==> src/rtl/alu_pkg.sv <==
// Shared types and constants for the signed 8-bit arithmetic unit.
// Opcode encoding, operand/result widths and a sign-extension helper.
package alu_pkg;

    localparam int OPW  = 8;
    localparam int RESW = 16;

    typedef enum logic [1:0] {
        OP_ADD = 2'd0,
        OP_SUB = 2'd1,
        OP_MUL = 2'd2,
        OP_DIV = 2'd3
    } alu_op_t;

    // Widen a two's-complement operand to the result width.
    function automatic logic signed [RESW-1:0] sext(input logic [OPW-1:0] v);
        return {{(RESW-OPW){v[OPW-1]}}, v};
    endfunction

endpackage

==> src/rtl/alu_sdiv.sv <==
// Combinational signed 8/8 divider: restoring array on magnitudes, then sign fix.
// Quotient truncates toward zero; divide by zero yields zero.
module alu_sdiv
    import alu_pkg::*;
(
    input  logic [OPW-1:0]  dividend,
    input  logic [OPW-1:0]  divisor,
    output logic [RESW-1:0] quotient
);

    logic [OPW-1:0] a_mag_s;
    logic [OPW-1:0] b_mag_s;
    logic [OPW-1:0] a_shift_s;
    logic [OPW:0]   rem_s;
    logic [OPW-1:0] q_mag_s;
    logic           neg_s;

    // Magnitudes of both operands; -128 maps cleanly to unsigned 128.
    always_comb begin
        if (dividend[OPW-1]) begin
            a_mag_s = 8'd0 - dividend;
        end else begin
            a_mag_s = dividend;
        end
        if (divisor[OPW-1]) begin
            b_mag_s = 8'd0 - divisor;
        end else begin
            b_mag_s = divisor;
        end
        neg_s = dividend[OPW-1] ^ divisor[OPW-1];
    end

    // Restoring division, one quotient bit per row, MSB first.
    always_comb begin
        rem_s     = 9'd0;
        q_mag_s   = 8'd0;
        a_shift_s = a_mag_s;
        for (int i = 0; i < OPW; i++) begin
            rem_s     = {rem_s[OPW-1:0], a_shift_s[OPW-1]};
            a_shift_s = {a_shift_s[OPW-2:0], 1'b0};
            if (rem_s >= {1'b0, b_mag_s}) begin
                rem_s   = rem_s - {1'b0, b_mag_s};
                q_mag_s = {q_mag_s[OPW-2:0], 1'b1};
            end else begin
                q_mag_s = {q_mag_s[OPW-2:0], 1'b0};
            end
        end
    end

    // Apply the quotient sign; a zero divisor forces zero.
    always_comb begin
        if (divisor == 8'd0) begin
            quotient = 16'h0000;
        end else if (neg_s) begin
            quotient = 16'h0000 - {8'd0, q_mag_s};
        end else begin
            quotient = {8'd0, q_mag_s};
        end
    end

endmodule

==> src/rtl/alu_design.sv <==
// Signed 8-bit add/sub/mul/div with a sign-extended 16-bit registered result.
// One-cycle latency; asynchronous active-low reset clears the result.
module alu_design
    import alu_pkg::*;
(
    input  logic            clk,
    input  logic            reset,
    input  logic [OPW-1:0]  num1,
    input  logic [OPW-1:0]  num2,
    input  logic [1:0]      sel,
    output logic [RESW-1:0] result
);

    logic signed [RESW-1:0] a_ext_s;
    logic signed [RESW-1:0] b_ext_s;
    logic signed [RESW-1:0] prod_s;
    logic [RESW-1:0]        quot_s;
    logic [RESW-1:0]        next_s;
    logic [RESW-1:0]        result_r;
    alu_op_t                op_s;

    alu_sdiv u_sdiv (
        .dividend (num1),
        .divisor  (num2),
        .quotient (quot_s)
    );

    // Operand widening and the signed product (fits 16 bits for 8x8 inputs).
    always_comb begin
        a_ext_s = sext(num1);
        b_ext_s = sext(num2);
        prod_s  = a_ext_s * b_ext_s;
        op_s    = alu_op_t'(sel);
    end

    // Select the operation result to be registered.
    always_comb begin
        next_s = 16'h0000;
        case (op_s)
            OP_ADD:  next_s = a_ext_s + b_ext_s;
            OP_SUB:  next_s = a_ext_s - b_ext_s;
            OP_MUL:  next_s = prod_s;
            OP_DIV:  next_s = quot_s;
            default: next_s = 16'h0000;
        endcase
    end

    // Result register; reset drops any pending computation.
    always_ff @(posedge clk or negedge reset) begin
        if (!reset) begin
            result_r <= 16'h0000;
        end else begin
            result_r <= next_s;
        end
    end

    assign result = result_r;

endmodule

==> config.mk <==
export PLATFORM = sky130hd
export DESIGN_NAME = alu_design
export DESIGN_NICKNAME = d
export VERILOG_FILES = /design/src/rtl/alu_pkg.sv /design/src/rtl/alu_sdiv.sv /design/src/rtl/alu_design.sv
export SDC_FILE = /design/constraint.sdc
export NUM_CORES = 1
export LEC_CHECK = 0
export BUFFER_PORTS_ARGS = -buffer_cell sky130_fd_sc_hd__buf_2
export CORE_UTILIZATION = 40
export CTS_BUF_LIST = sky130_fd_sc_hd__clkbuf_16
export DETAILED_ROUTE_END_ITERATION = 8
export GPL_TIMING_DRIVEN = 0
export SYNTH_ARGS = -nofsm -noshare
export SYNTH_HDL_FRONTEND = slang
export SYNTH_SLANG_ARGS = --single-unit
==> constraint.sdc <==
create_clock -name clk -period 1.15 [get_ports clk]
set_input_delay 0.23 -clock clk [delete_from_list [all_inputs] [get_ports clk]]
set_output_delay 0.23 -clock clk [all_outputs]
set_load 0.01 [all_outputs]
Word-level counts from Yosys, hierarchy flattened. Index checks and enable logic that the tools add are counted.

Multiplexer cells: 20. Shifts and indexed selects: 0. Reduce and logical (&&, ||, !) cells: 2. Bitwise logic cells: 1. Div/mod/pow operators: 0. Multiply operators: 1. $lt $le $gt $ge: 8. Equality and inequality tests: 3. Add/subtract/negate cells: 12.

Operators by type and width (count): $mux W8 (9); $pmux W16 S4 (1); $ge A9 B8 Y1 (7); $sub A8 B8 Y8 (6); $mux W16 (2); $mul A8 B8 Y16 (1); $sub A1 B8 Y8 const A (2); $add A8 B8 Y9 (1); $sub A1 B8 Y9 const A (1); $sub A8 B8 Y9 (1); $ge A1 B8 Y1 (1); $logic_not A8 Y1 (1); $mux W1 (8); $sub A1 B8 Y8 (1); $eq A2 B2 Y1 const B (2); $eq A2 B1 Y1 const B (1); $logic_not A2 Y1 (1); $xor A1 B1 Y1 (1).

Bits in registers: 16. Memory bits (writable): 0. Word-level logic and storage cells: 48. Memories: 0. Bits in read-only memories: 0. Bits in latches: 0. Output and inout bits: 16.

Logic depth before layout (Yosys ltp).
Word-level depth: 22. Depth in mapped cells: 90. Mapped depth without buffers: 86.

Modules after synthesis. A second synthesis with hierarchy kept.

Cells, all modules: 995. Area, all modules: 7948.9 µm².

By module, submodules not included: alu_sdiv (sequential area each 0.0 µm², cells each 532, times used 1, area an instance 4023.9 µm²); alu_design (sequential area each 400.4 µm², cells each 463, times used 1, area an instance 3925.0 µm²).

Worst setup path before layout. OpenSTA, ideal clock, no wires.

Kind: input to register. Start point: input port num1[7]. End point: register result_r[10], in the netlist result[10]. Slack: -15.468 ns. Arrival: 16.500 ns. Cell stages on the path: 89. Path buffers: 4. Path through: clkbuf_1 -> clkinv_1 -> nor4_1 -> nand2_1 -> ha_1 -> inv_1 -> ha_1 -> clkbuf_1 -> a21oi_1 -> or3_1 -> buf_4 -> mux2_2 -> inv_1 -> ha_1 -> nor2b_1 -> o31a_1 -> o211ai_1 -> and2_1 -> (+53 left out) -> and2_1 -> nand2_4 -> mux2i_1 -> ha_1 -> nor2b_1 -> o21a_1 -> o21a_1 -> o21a_1 -> o21ai_0 -> a21boi_0 -> o21ai_0 -> nand2b_1 -> a211oi_2 -> ha_1 -> nand4_1 -> nor3_1 -> o31ai_4 -> a21o_1.

Cells in the longest elaborated chain, start to end: 22. Elaborated cells between the ends (all ways): 40. Those cells by class: add/sub: 11; mul: 1; order compare: 8; mux: 19; bitwise: 1.

Ends and longest elaborated chain: from (decl) (RTL line alu_design.sv:8) `input logic [OPW-1:0] num1,`; $sub A1 B8 Y8 (RTL line alu_sdiv.sv:21) `a_mag_s = 8'd0 - dividend;`; $mux W8 (RTL line alu_sdiv.sv:20) `if (dividend[OPW-1]) begin`; $sub A1 B8 Y8 / $ge A1 B8 Y1 (equally long branches) (RTL line alu_sdiv.sv:42, alu_sdiv.sv:41); $mux W8 (RTL line alu_sdiv.sv:41) `if (rem_s >= {1'b0, b_mag_s}) begin`; $sub A8 B8 Y8 / $ge A9 B8 Y1 (equally long branches) (RTL line alu_sdiv.sv:42, alu_sdiv.sv:41); $mux W8 (RTL line alu_sdiv.sv:41); $sub A8 B8 Y8 / $ge A9 B8 Y1 (equally long branches) (RTL line alu_sdiv.sv:42, alu_sdiv.sv:41); $mux W8 (RTL line alu_sdiv.sv:41); (+7 left out); $mux W8 (RTL line alu_sdiv.sv:41); $ge A9 B8 Y1 (RTL line alu_sdiv.sv:41); $mux W1 (RTL line alu_sdiv.sv:41); $sub A1 B8 Y9 (RTL line alu_sdiv.sv:55) `quotient = 16'h0000 - {8'd0, q_mag_s};`; $mux W16 (RTL line alu_sdiv.sv:54) `end else if (neg_s) begin`; $mux W16 (RTL line alu_sdiv.sv:52) `if (divisor == 8'd0) begin`; $pmux W16 S4 (*) (RTL line alu_design.sv:39) `case (op_s)`; named net next_s[10] (RTL line alu_design.sv:18) `logic [RESW-1:0] next_s;`; to (signal assigned) (RTL line alu_design.sv:53) `result_r <= next_s;`; to (decl) (RTL line alu_design.sv:19) `logic [RESW-1:0] result_r;`.

The timed path passes the listed nets; every way through them passes the cells marked *.

Worst setup path in the final report.
Start point: input port num2[5]. End point: register result_r[2], in the netlist result[2].

Cells in the longest elaborated chain, start to end: 22. Elaborated cells between the ends (all ways): 32. Those cells by class: add/sub: 9; order compare: 8; mux: 14; reduce/logical: 1.

Ends and longest elaborated chain: from (decl) (RTL line alu_design.sv:9) `input logic [OPW-1:0] num2,`; $sub A1 B8 Y8 (RTL line alu_sdiv.sv:26) `b_mag_s = 8'd0 - divisor;`; $mux W8 (RTL line alu_sdiv.sv:25) `if (divisor[OPW-1]) begin`; $sub A1 B8 Y8 / $ge A1 B8 Y1 (equally long branches) (RTL line alu_sdiv.sv:42, alu_sdiv.sv:41); $mux W8 (RTL line alu_sdiv.sv:41); $sub A8 B8 Y8 / $ge A9 B8 Y1 (equally long branches) (RTL line alu_sdiv.sv:42, alu_sdiv.sv:41); $mux W8 (RTL line alu_sdiv.sv:41); $sub A8 B8 Y8 / $ge A9 B8 Y1 (equally long branches) (RTL line alu_sdiv.sv:42, alu_sdiv.sv:41); $mux W8 (RTL line alu_sdiv.sv:41); (+7 left out); $mux W8 (RTL line alu_sdiv.sv:41); $ge A9 B8 Y1 (RTL line alu_sdiv.sv:41); $mux W1 (RTL line alu_sdiv.sv:41); $sub A1 B8 Y9 (RTL line alu_sdiv.sv:55); $mux W16 (RTL line alu_sdiv.sv:54); $mux W16 (*) (RTL line alu_sdiv.sv:52); $pmux W16 S4 (*) (RTL line alu_design.sv:39); named net next_s[2] (RTL line alu_design.sv:18).

Marks and branches as above.

==> results_dict.tcl <==
set metrics [dict create \
    outcome "complete, but fails checks" \
    violations "setup timing" \
    grt_util_met2_pct 39.7 \
    min_path_type "input pin to async pin" \
    critical_path_class "input pin to flip-flop" \
    cts_root_buffer "clkbuf_16" \
    worst_pin_slew_ns 1.23 \
    htreeDepth 1 \
    syn_inst 869 \
    netlist_top_cells_area "ha_1 (18%), fa_1 (18%), xnor2_1 (6.1%), inv_1 (5.6%), dfrtp_1 (5.6%)" \
    worst_hold_slack_ns 0.444 \
    arrival_ns 15.14 \
    cts-buffers-inserted 3 \
    rows 48 \
    max_slew_margin_pct 17.5 \
    cpPeakStageDelay_ns 0.42 \
    critical_path_peak_fanout 10 \
    num-nets-final 1202 \
    initial_core_util_pct 41.3 \
    ys_async_sr_fraction_pct 100 \
    ys_ff_latch 16 \
    setup_viol 16 \
    vias_per_cell 5.52 \
    grt_pass1_vias 6634 \
    synth-edff-count 0 \
    final_layout_size_suffix_gt1_share_pct 28.7 \
    grt_overflow 0 \
    multiInputGateArea_um2 6930 \
    yosysSeqAreaShare_pct 5.57 \
    wl_per_cell_um 17.7 \
    rsz0062_at_grt "yes" \
    diodes 0 \
    die_h_um 136 \
    fin_crit_sh_pct 1310 \
    fmax_mhz 66.6 \
    regArea_um2 400 \
    grt_pass1_wl_um 34100 \
    first_pass_iters 5 \
    antenna_found_initial 0 \
    required_ns 1.27 \
    coreArea_um2 17400 \
    cp_common_cell "o21ai_2" \
    path_clk_slew_ns 0.05 \
    slew_viol_final 0 \
    synth_area_leader_cell "ha_1" \
    port_buffers 35 \
    grt_usage_pct 23.6 \
    nFillCells 1639 \
    drt_iter0_markers 389 \
    maxCapViolations 0 \
    ys_warn_count 0 \
    largest_register_ffs 16 \
    synth_nets 1058 \
    drc 0 \
    avgSynthCellArea_um2 8.27 \
    cp_slowest_cell "or3_4" \
    ios 36 \
    fin_crit_ns 15.03 \
    post-dp-hpwl_um 16100 \
    synth_cell_type_count 81 \
    worst_slack_ns -13.88 \
    vias 6823 \
    busiest_layer "met2" \
    ant_nets 0 \
    die-area_um2 18500 \
    cts_sinks 16 \
    grtUsageMet3_pct 3.02 \
    grt_start_max_net_pins 19 \
    die_w_um 136 \
    met1_usage_pct 32.5 \
    cts_tree "done" \
    syn_area_um2 7190 \
    totalWireLength_um 21800 \
    finalHoldViolCount 0 \
    crit_path_end_kind "flip-flop" \
    dominantRegCellSynth "dfrtp_1" \
    synth_top_area_share_pct 18.4 \
    area_growth_pct 29.6 \
    cp-start-kind "input pin" \
    cts_buffer_depth 2 \
    gp_congestion 0.891 \
]
through the flow:
step / area (um2) / util [%] / instances / TNS [ns] / worst slack, ns
after floorplan: 7410 / - / 869 / -216.96 / -13.68
after global placement: 7870 / 45.2 / 1129 / -257.61 / -16.25
after detailed placement: 7870 / 45.2 / 1129 / -258.79 / -16.33
after CTS: 8910 / 51.1 / 1212 / -224.47 / -14.12
after global routing: 9320 / 53.5 / 1236 / -229.18 / -14.47
final: 9320 / 53.5 / 1236 / -220.05 / -13.88
cell type report:
class / count / share of cell area, %
well taps: 225 / 3.02
repair buffers: 142 / 11.2
plain buffers: 18 / 1.58
multi-input cells: 720 / 74.3
clock buffers: 3 / 0.805
flip-flops and latches: 16 / 4.30
inverters: 112 / 4.81
worst paths after layout:
check | from | cells after the start | end
min in group clk | num2[0] | 3 | result[0]$_DFF_PN0_
max in group asynchronous | reset | 2 | result[4]$_DFF_PN0_
worst min-delay path | reset | 2 | result[10]$_DFF_PN0_
worst max-delay path | num2[5] | 84 | result[2]$_DFF_PN0_
routing by layer:
layer,part of all wire [%],vias up
met5,0,-
met4,2.0,0
met3,4.3,34
met2,47,179
met1,47,3309
li1,-,3301
layout by cell type, fill, tap and decap left out, types with 30 or more instances in the layout:
cell	instances
buf_4	103
inv_1	97
ha_1	90
fa_1	63
nor2_1	62
nand2_1	51
xnor2_1	48
a21oi_1	45
buf_2	30
o21ai_0	30
kinds of logic (layout without fill, tap and decap cells):
logic type / count (synthesis) / in the layout / synth area share (%)
AND/OR/NAND/NOR: 228 / 228 / 16.3
AO/OA/AOI/OAI: 221 / 222 / 21.7
adder cells (fa/ha/maj): 169 / 169 / 36.0
buffers and inverters: 134 / 275 / 7.26
XOR/XNOR: 69 / 69 / 8.41
multiplexers: 32 / 32 / 4.79
flip-flops: 16 / 16 / 5.57
synth_stat cells, drive strengths merged (6+ instances only):
cell	count
a211oi	8
nand2b	15
mux2	19
a31oi	16
buf	6
a21oi	52
nor4	6
nor3	15
a21boi	10
ha	106
o21bai	13
fa	63
nand2	57
xor2	19
nand4	6
o21a	11
and2	22
o21ai	49
mux2i	13
dfrtp	16
xnor2	50
a21o	18
nor2b	15
clkbuf	16
inv	109
nor2	67
worst max-delay path: cells and delay by family:
family,cells,cell delay [ns]
xor gates and xnor gates,1,0.16
adders and majority gates,8,1.89
muxes,6,1.79
AOI/OAI and AO/OA,39,6.85
buffers and inverters,11,1.25
and+or+nand+nor,19,2.94
repair_timing:
item / 4_1_cts / 5_1_grt
hold buffers: 1 / 0
gates resized for setup: 70 / 57
setup endpoints to repair: 16 / 16
gates cloned: 1 / 0
buffers inserted: 84 / 35
pin swaps: 55 / 65
hold endpoints to repair: 16 / 0
Power is left out: the tool's default activity adds up to more than one toggle a clock period on the data nets, which glitch-free logic cannot reach.
